$ cat config.mk
export PLATFORM = sky130hd
export DESIGN_NAME = uart_tx_serializer_flat
export DESIGN_NICKNAME = d
export VERILOG_FILES = /design/src/rtl/uart_tx_serializer_if.sv /design/src/rtl/uart_tx_serializer.sv /design/src/flat_wrapper.sv
export SDC_FILE = /design/constraint.sdc
export NUM_CORES = 1
export LEC_CHECK = 0
export CELL_PAD_IN_SITES_DETAIL_PLACEMENT = 2
export CELL_PAD_IN_SITES_GLOBAL_PLACEMENT = 2
export CORE_ASPECT_RATIO = 1.4
export CORE_MARGIN = 2
export CORE_UTILIZATION = 37
export DETAILED_ROUTE_END_ITERATION = 8
export PLACE_DENSITY = 0.76
export RECOVER_POWER = 100
export SLEW_MARGIN = 20
export SYNTH_ARGS = -nofsm -noshare
export SYNTH_HDL_FRONTEND = slang
export SYNTH_SLANG_ARGS = --single-unit
$ cat constraint.sdc
create_clock -name clk -period 2.64 [get_ports clk]
set_input_delay 0.264 -clock clk [delete_from_list [all_inputs] [get_ports clk]]
set_output_delay 0.264 -clock clk [all_outputs]
set_load 0.01 [all_outputs]
$ cat src/rtl/uart_tx_serializer_if.sv
// Processor-side write channel of the UART transmitter.
//   tx_data     : byte to transmit (master -> slave)
//   tx_start    : single-cycle write strobe for tx_data (master -> slave)
//   clr_overrun : synchronous clear of the overrun flag (master -> slave)
//   tx_ready    : holding register empty, a write is accepted this cycle (slave -> master)
//   overrun     : sticky flag, a write was dropped (slave -> master)
interface uart_tx_serializer_if;
    logic [7:0] tx_data;
    logic       tx_start;
    logic       clr_overrun;
    logic       tx_ready;
    logic       overrun;

    modport master (
        output tx_data,
        output tx_start,
        output clr_overrun,
        input  tx_ready,
        input  overrun
    );

    modport slave (
        input  tx_data,
        input  tx_start,
        input  clr_overrun,
        output tx_ready,
        output overrun
    );
endinterface

$ cat src/rtl/uart_tx_serializer.sv
// Double-buffered UART transmitter: 8 data bits LSB first, optional parity, one stop bit.
//   clk           : system clock, rising edge
//   reset         : asynchronous active-low reset
//   enable        : 1 = baud counter and FSM advance, 0 = freeze in place
//   wr            : write channel (tx_data, tx_start, clr_overrun, tx_ready, overrun)
//   tx_busy       : a frame is on the line
//   tx_done       : one-cycle pulse at the end of each stop bit
//   SerialDataOut : serial line, idle high
module uart_tx_serializer #(
    parameter int unsigned CLK_FREQ   = 50000000,
    parameter int unsigned BAUD_RATE  = 115200,
    parameter int unsigned BAUD_DIV   = CLK_FREQ / BAUD_RATE,
    parameter bit          PARITY_EN  = 1'b0,
    parameter bit          PARITY_ODD = 1'b0
) (
    input  logic                       clk,
    input  logic                       reset,
    input  logic                       enable,
    uart_tx_serializer_if.slave        wr,
    output logic                       tx_busy,
    output logic                       tx_done,
    output logic                       SerialDataOut
);

    localparam int unsigned CntW = (BAUD_DIV > 1) ? $clog2(BAUD_DIV) : 1;
    localparam logic [CntW-1:0] CntMax = CntW'(BAUD_DIV - 1);

    typedef enum logic [2:0] {StIdle, StStart, StData, StParity, StStop} state_e;

    state_e          state_q, state_d;
    logic [CntW-1:0] cnt_q, cnt_d;
    logic [2:0]      idx_q, idx_d;
    logic [7:0]      shift_q, shift_d;
    logic            par_q, par_d;
    logic [7:0]      hold_q, hold_d;
    logic            hold_valid_q, hold_valid_d;
    logic            ready_q;
    logic            overrun_q, overrun_d;
    logic            line_q, line_d;
    logic            done_q, done_d;
    logic            busy_q, busy_d;

    logic bit_tick;
    logic load;
    logic write;
    logic drop;

    assign bit_tick = enable && (cnt_q == CntMax);
    assign write    = wr.tx_start && ready_q;
    assign drop     = wr.tx_start && !ready_q;

    // State register
    always_ff @(posedge clk or negedge reset) begin
        if (!reset) begin
            state_q <= StIdle;
        end else begin
            state_q <= state_d;
        end
    end

    // Next-state and datapath
    always_comb begin
        state_d = state_q;
        cnt_d   = cnt_q;
        idx_d   = idx_q;
        shift_d = shift_q;
        par_d   = par_q;
        load    = 1'b0;

        if (enable && (state_q != StIdle)) begin
            cnt_d = bit_tick ? '0 : cnt_q + 1'b1;
        end

        unique case (state_q)
            StIdle: begin
                if (hold_valid_q && enable) begin
                    state_d = StStart;
                    load    = 1'b1;
                end
            end
            StStart: begin
                if (bit_tick) begin
                    state_d = StData;
                    idx_d   = 3'd0;
                end
            end
            StData: begin
                if (bit_tick) begin
                    shift_d = shift_q >> 1;
                    idx_d   = idx_q + 3'd1;
                    if (idx_q == 3'd7) begin
                        state_d = PARITY_EN ? StParity : StStop;
                    end
                end
            end
            StParity: begin
                if (bit_tick) begin
                    state_d = StStop;
                end
            end
            StStop: begin
                if (bit_tick) begin
                    // Pending byte chains straight into the next start bit.
                    if (hold_valid_q) begin
                        state_d = StStart;
                        load    = 1'b1;
                    end else begin
                        state_d = StIdle;
                    end
                end
            end
            default: state_d = StIdle;
        endcase

        if (load) begin
            shift_d = hold_q;
            par_d   = (^hold_q) ^ PARITY_ODD;
            idx_d   = 3'd0;
            cnt_d   = '0;
        end
    end

    // Outputs, computed from the next state so they register in step with it
    always_comb begin
        done_d = (state_q == StStop) && bit_tick;
        busy_d = (state_d != StIdle);
        unique case (state_d)
            StStart:  line_d = 1'b0;
            StData:   line_d = shift_d[0];
            StParity: line_d = par_d;
            default:  line_d = 1'b1;
        endcase
    end

    // Holding register and overrun
    always_comb begin
        hold_d       = hold_q;
        hold_valid_d = hold_valid_q;
        overrun_d    = overrun_q;
        // load and write never coincide: a write needs an empty hold, a load a full one.
        if (load) begin
            hold_valid_d = 1'b0;
        end
        if (write) begin
            hold_d       = wr.tx_data;
            hold_valid_d = 1'b1;
        end
        if (drop) begin
            overrun_d = 1'b1;
        end else if (wr.clr_overrun) begin
            overrun_d = 1'b0;
        end
    end

    always_ff @(posedge clk or negedge reset) begin
        if (!reset) begin
            cnt_q        <= '0;
            idx_q        <= 3'd0;
            shift_q      <= 8'h00;
            par_q        <= 1'b0;
            hold_q       <= 8'h00;
            hold_valid_q <= 1'b0;
            ready_q      <= 1'b1;
            overrun_q    <= 1'b0;
            line_q       <= 1'b1;
            done_q       <= 1'b0;
            busy_q       <= 1'b0;
        end else begin
            cnt_q        <= cnt_d;
            idx_q        <= idx_d;
            shift_q      <= shift_d;
            par_q        <= par_d;
            hold_q       <= hold_d;
            hold_valid_q <= hold_valid_d;
            ready_q      <= !hold_valid_d;
            overrun_q    <= overrun_d;
            line_q       <= line_d;
            done_q       <= done_d;
            busy_q       <= busy_d;
        end
    end

    assign wr.tx_ready    = ready_q;
    assign wr.overrun     = overrun_q;
    assign tx_busy        = busy_q;
    assign tx_done        = done_q;
    assign SerialDataOut  = line_q;

endmodule

$ cat src/flat_wrapper.sv
// flat-port wrapper written by rule: the top's interface ports become plain ports
module uart_tx_serializer_flat 
#(
    parameter int unsigned CLK_FREQ   = 50000000,
    parameter int unsigned BAUD_RATE  = 115200,
    parameter int unsigned BAUD_DIV   = CLK_FREQ / BAUD_RATE,
    parameter bit          PARITY_EN  = 1'b0,
    parameter bit          PARITY_ODD = 1'b0
)
  (clk, reset, enable, tx_busy, tx_done, SerialDataOut, wr_tx_data, wr_tx_start, wr_clr_overrun, wr_tx_ready, wr_overrun);
  uart_tx_serializer_if wr_i ();
  input  logic clk;
  input  logic reset;
  input  logic enable;
  output logic tx_busy;
  output logic tx_done;
  output logic SerialDataOut;
  input wire logic [$bits(wr_i.tx_data)-1:0] wr_tx_data;
  input wire logic [$bits(wr_i.tx_start)-1:0] wr_tx_start;
  input wire logic [$bits(wr_i.clr_overrun)-1:0] wr_clr_overrun;
  output wire logic [$bits(wr_i.tx_ready)-1:0] wr_tx_ready;
  output wire logic [$bits(wr_i.overrun)-1:0] wr_overrun;
  assign wr_i.tx_data = wr_tx_data;
  assign wr_i.tx_start = wr_tx_start;
  assign wr_i.clr_overrun = wr_clr_overrun;
  assign wr_tx_ready = wr_i.tx_ready;
  assign wr_overrun = wr_i.overrun;
  uart_tx_serializer #(.CLK_FREQ(CLK_FREQ), .BAUD_RATE(BAUD_RATE), .BAUD_DIV(BAUD_DIV), .PARITY_EN(PARITY_EN), .PARITY_ODD(PARITY_ODD)) u_core (.clk(clk), .reset(reset), .enable(enable), .wr(wr_i), .tx_busy(tx_busy), .tx_done(tx_done), .SerialDataOut(SerialDataOut));
endmodule
==> results.sh <==
export IMPL_synthFlopType="dfrtp_1"
export IMPL_grt_pass1_vias=1616
export IMPL_dieArea_mm2=0.00553
export IMPL_cp_slowest_cell="or4b_1"
export IMPL_setup_viol=0
export IMPL_yosysWarnings=0
export IMPL_skew_ns=0.00920
export IMPL_insertion_delay_ns=0.30
export IMPL_drive_gt1_share_pct=13.6
export IMPL_status="complete, but fails checks"
export IMPL_ioPinCount=18
export IMPL_tns_ns=0
export IMPL_dieHeight_um=87.2
export IMPL_io_buffers=17
export IMPL_start_util_pct=38.0
export IMPL_max_slew_margin_rel_pct=-41.1
export IMPL_crit_required_ns=2.83
export IMPL_wl_mm=4.97
export IMPL_final_nets=207
export IMPL_preCtsSetupSlack_ns=0.399
export IMPL_viasPerCell=5.31
export IMPL_rsz0062_at_grt="no"
export IMPL_syn_inst=166
export IMPL_crit_type="register to register"
export IMPL_drc=0
export IMPL_final_max_slew_viol_count=39
export IMPL_critPathCaptureType="register"
export IMPL_grt_first_pass_wirelength_mm=8.41
export IMPL_cap_violations=1
export IMPL_grt_overflow=0
export IMPL_cts_sinks=38
export IMPL_cp_start_kind="register"
export IMPL_cts_buffers=5
export IMPL_fin_crit_sh_pct=87.7
export IMPL_ir_drop_v=0.000521
export IMPL_wl_per_cell_um=19.5
export IMPL_leakage_nw=1.01
export IMPL_ctsLongestPathBuffers=2
export IMPL_grt_max_degree=39
export IMPL_powerDensity_mw_per_mm2=781
export IMPL_cts_setup_buffers=0
export IMPL_drt_initial_drc_count=17
export IMPL_layout_cells_most_common="dfrtp_1"
export IMPL_synth_edf_count=0
export IMPL_diodes=0
export IMPL_syn_nets=183
export IMPL_hold_path_class="register to register"
export IMPL_worst_path_buf_inv=0
export IMPL_yosysSeqAreaShare_pct=52.2
export IMPL_rows=30
export IMPL_gp_congestion=0.754
export IMPL_avgSynthCellArea_um2=11.0
export IMPL_crit_arrival_ns=2.51
export IMPL_cts_hold_buffers=0
export IMPL_fillers=534
export IMPL_cp_top_family="simple AND/OR/NAND/NOR gates"
export IMPL_core_mm2=0.00480
export IMPL_netlist_cell_type_count=40
export IMPL_async_flop_share_pct=100
export IMPL_critPathMaxFanout=7
export IMPL_cts_clk_slew_worst_paths_ns=0.08
export IMPL_timing_hold_ws_ns=0.486
export IMPL_cts_root_buf="clkbuf_8"
export IMPL_grtUsageTotal_pct=20.6
export IMPL_worstPathCellList="or4b_1 > or3_1 > o21ai_4 > nor2_1 > a21o_1"
export IMPL_tightest_slew_ns=2.12
export IMPL_ant_nets=0
export IMPL_h_tree_depth=2
export IMPL_layout_setup_ws_ns=0.325
export IMPL_violations="capacitance limit, slew limit"
export IMPL_vias=1354
export IMPL_critPathMaxStageDelay_ns=0.64
export IMPL_post_cts_resized=0
export IMPL_dp_hpwl_mm=3.62
export IMPL_die_x_um=63.4
export IMPL_synth_seq_cells=38
export IMPL_fin_crit_ns=2.31
export IMPL_cts_tree="done"
export IMPL_max_freq_mhz=432
export IMPL_antenna_found_initial=0
export IMPL_area_delta_synth_final_pct=20.9
export IMPL_syn_cell_area_mm2=0.00183
export IMPL_finalHoldViolations=0
export IMPL_final_cell_mix="dfrtp_1, nor2_1, nand2_1, clkdlybuf4s50_1"
export IMPL_drt_pass1_iter_count=4
## stage by stage
stage / total power [mW] / area [um^2] / util, % / instances
3_3_place_gp: 1.09 / 2080 / 43.3 / 247
3_5_place_dp: 1.13 / 2080 / 43.3 / 247
4_1_cts: 1.76 / 2220 / 46.3 / 255
5_1_grt: 1.81 / 2210 / 46.0 / 255
2_1_floorplan: 0.994 / 1830 / - / 166
6_report: 1.73 / 2210 / 46.0 / 255
## cell usage after synthesis, types with 2 or more instances
master / n / area share [%]
xnor2_1: 9 / 4.3
nand4_1: 3 / 1.0
dfstp_2: 2 / 2.9
ha_1: 4 / 2.7
nand2b_1: 2 / 0.68
clkbuf_1: 2 / 0.41
dfrtp_1: 36 / 49
o211ai_1: 2 / 0.82
xor2_1: 5 / 2.4
nand3_1: 4 / 1.1
mux2_2: 9 / 5.5
a22o_1: 6 / 2.9
o21ai_0: 9 / 2.5
a21o_1: 6 / 2.5
a21oi_1: 2 / 0.55
inv_1: 7 / 1.4
and3_1: 3 / 1.0
nand2_1: 14 / 2.9
and2_1: 3 / 1.0
nor2_1: 18 / 3.7
## worst register-to-register path, delay by kind of cell (launching register included)
kind	cells	cell delay [ns]
flops	1	0.43
compound gates	2	0.50
simple gates	3	1.29
## registers in the layout, indices dropped and copies added, names as in the netlist, 3 cells and up
signal,flops
u_core.cnt_q,9
u_core.hold_q,8
u_core.idx_q,3
u_core.shift_q,8
u_core.state_q,3
## report_power, final
part           leakage (nW)  switching [mW]  internal [mW]  total, mW
logic                 0.476           0.160          0.175      0.335
registers             0.463          0.0965          0.671      0.768
clock network        0.0714           0.219          0.403      0.622
## layer usage
| layer | global-route usage, % | vias up | wire length, um |
|---|---|---|---|
| li1 | - | 631 | - |
| met1 | 20.1 | 703 | 1660 |
| met2 | 42.3 | 13 | 3120 |
| met3 | 2.98 | 7 | 92 |
| met4 | 8.30 | 0 | 88 |
| met5 | 0 | - | 0 |
## final timing paths
| check | end | cells after the start | startpoint | slack (ns) |
|---|---|---|---|---|
| worst max-delay path | u_core.shift_q[1] | 5 | u_core.cnt_q[3] | 0.33 |
| min in group asynchronous | u_core.hold_q[3] | 1 | reset | 0.57 |
| worst min-delay path | u_core.shift_q[3] | 1 | u_core.shift_q[3] | 0.49 |
| max in group asynchronous | u_core.shift_q[3] | 1 | reset | 0.86 |
| worst min register to register | u_core.shift_q[3] | 1 | u_core.shift_q[3] | 0.49 |
| worst max register to register | u_core.shift_q[1] | 5 | u_core.cnt_q[3] | 0.33 |
## final cells by class
class,instances,area (um^2),share of cell area (%)
inverters,7,26.3,1.19
repair buffers,20,183,8.27
multi-input cells,118,825,37.3
flip-flops and latches,38,953,43.1
clock inverters,2,60.1,2.72
clock buffers,6,82.6,3.74
well taps,64,80.1,3.62
## logic make-up after synthesis
group | count (synthesis) | synth area share [%]
simple gates | 56 | 16.4
flops | 38 | 52.2
compound gates | 34 | 13.6
xor+xnor | 14 | 6.71
buf+inv | 10 | 2.26
mux | 10 | 6.09
fa+ha+maj | 4 | 2.74
Note: power is estimated with default switching activity, not from simulation.
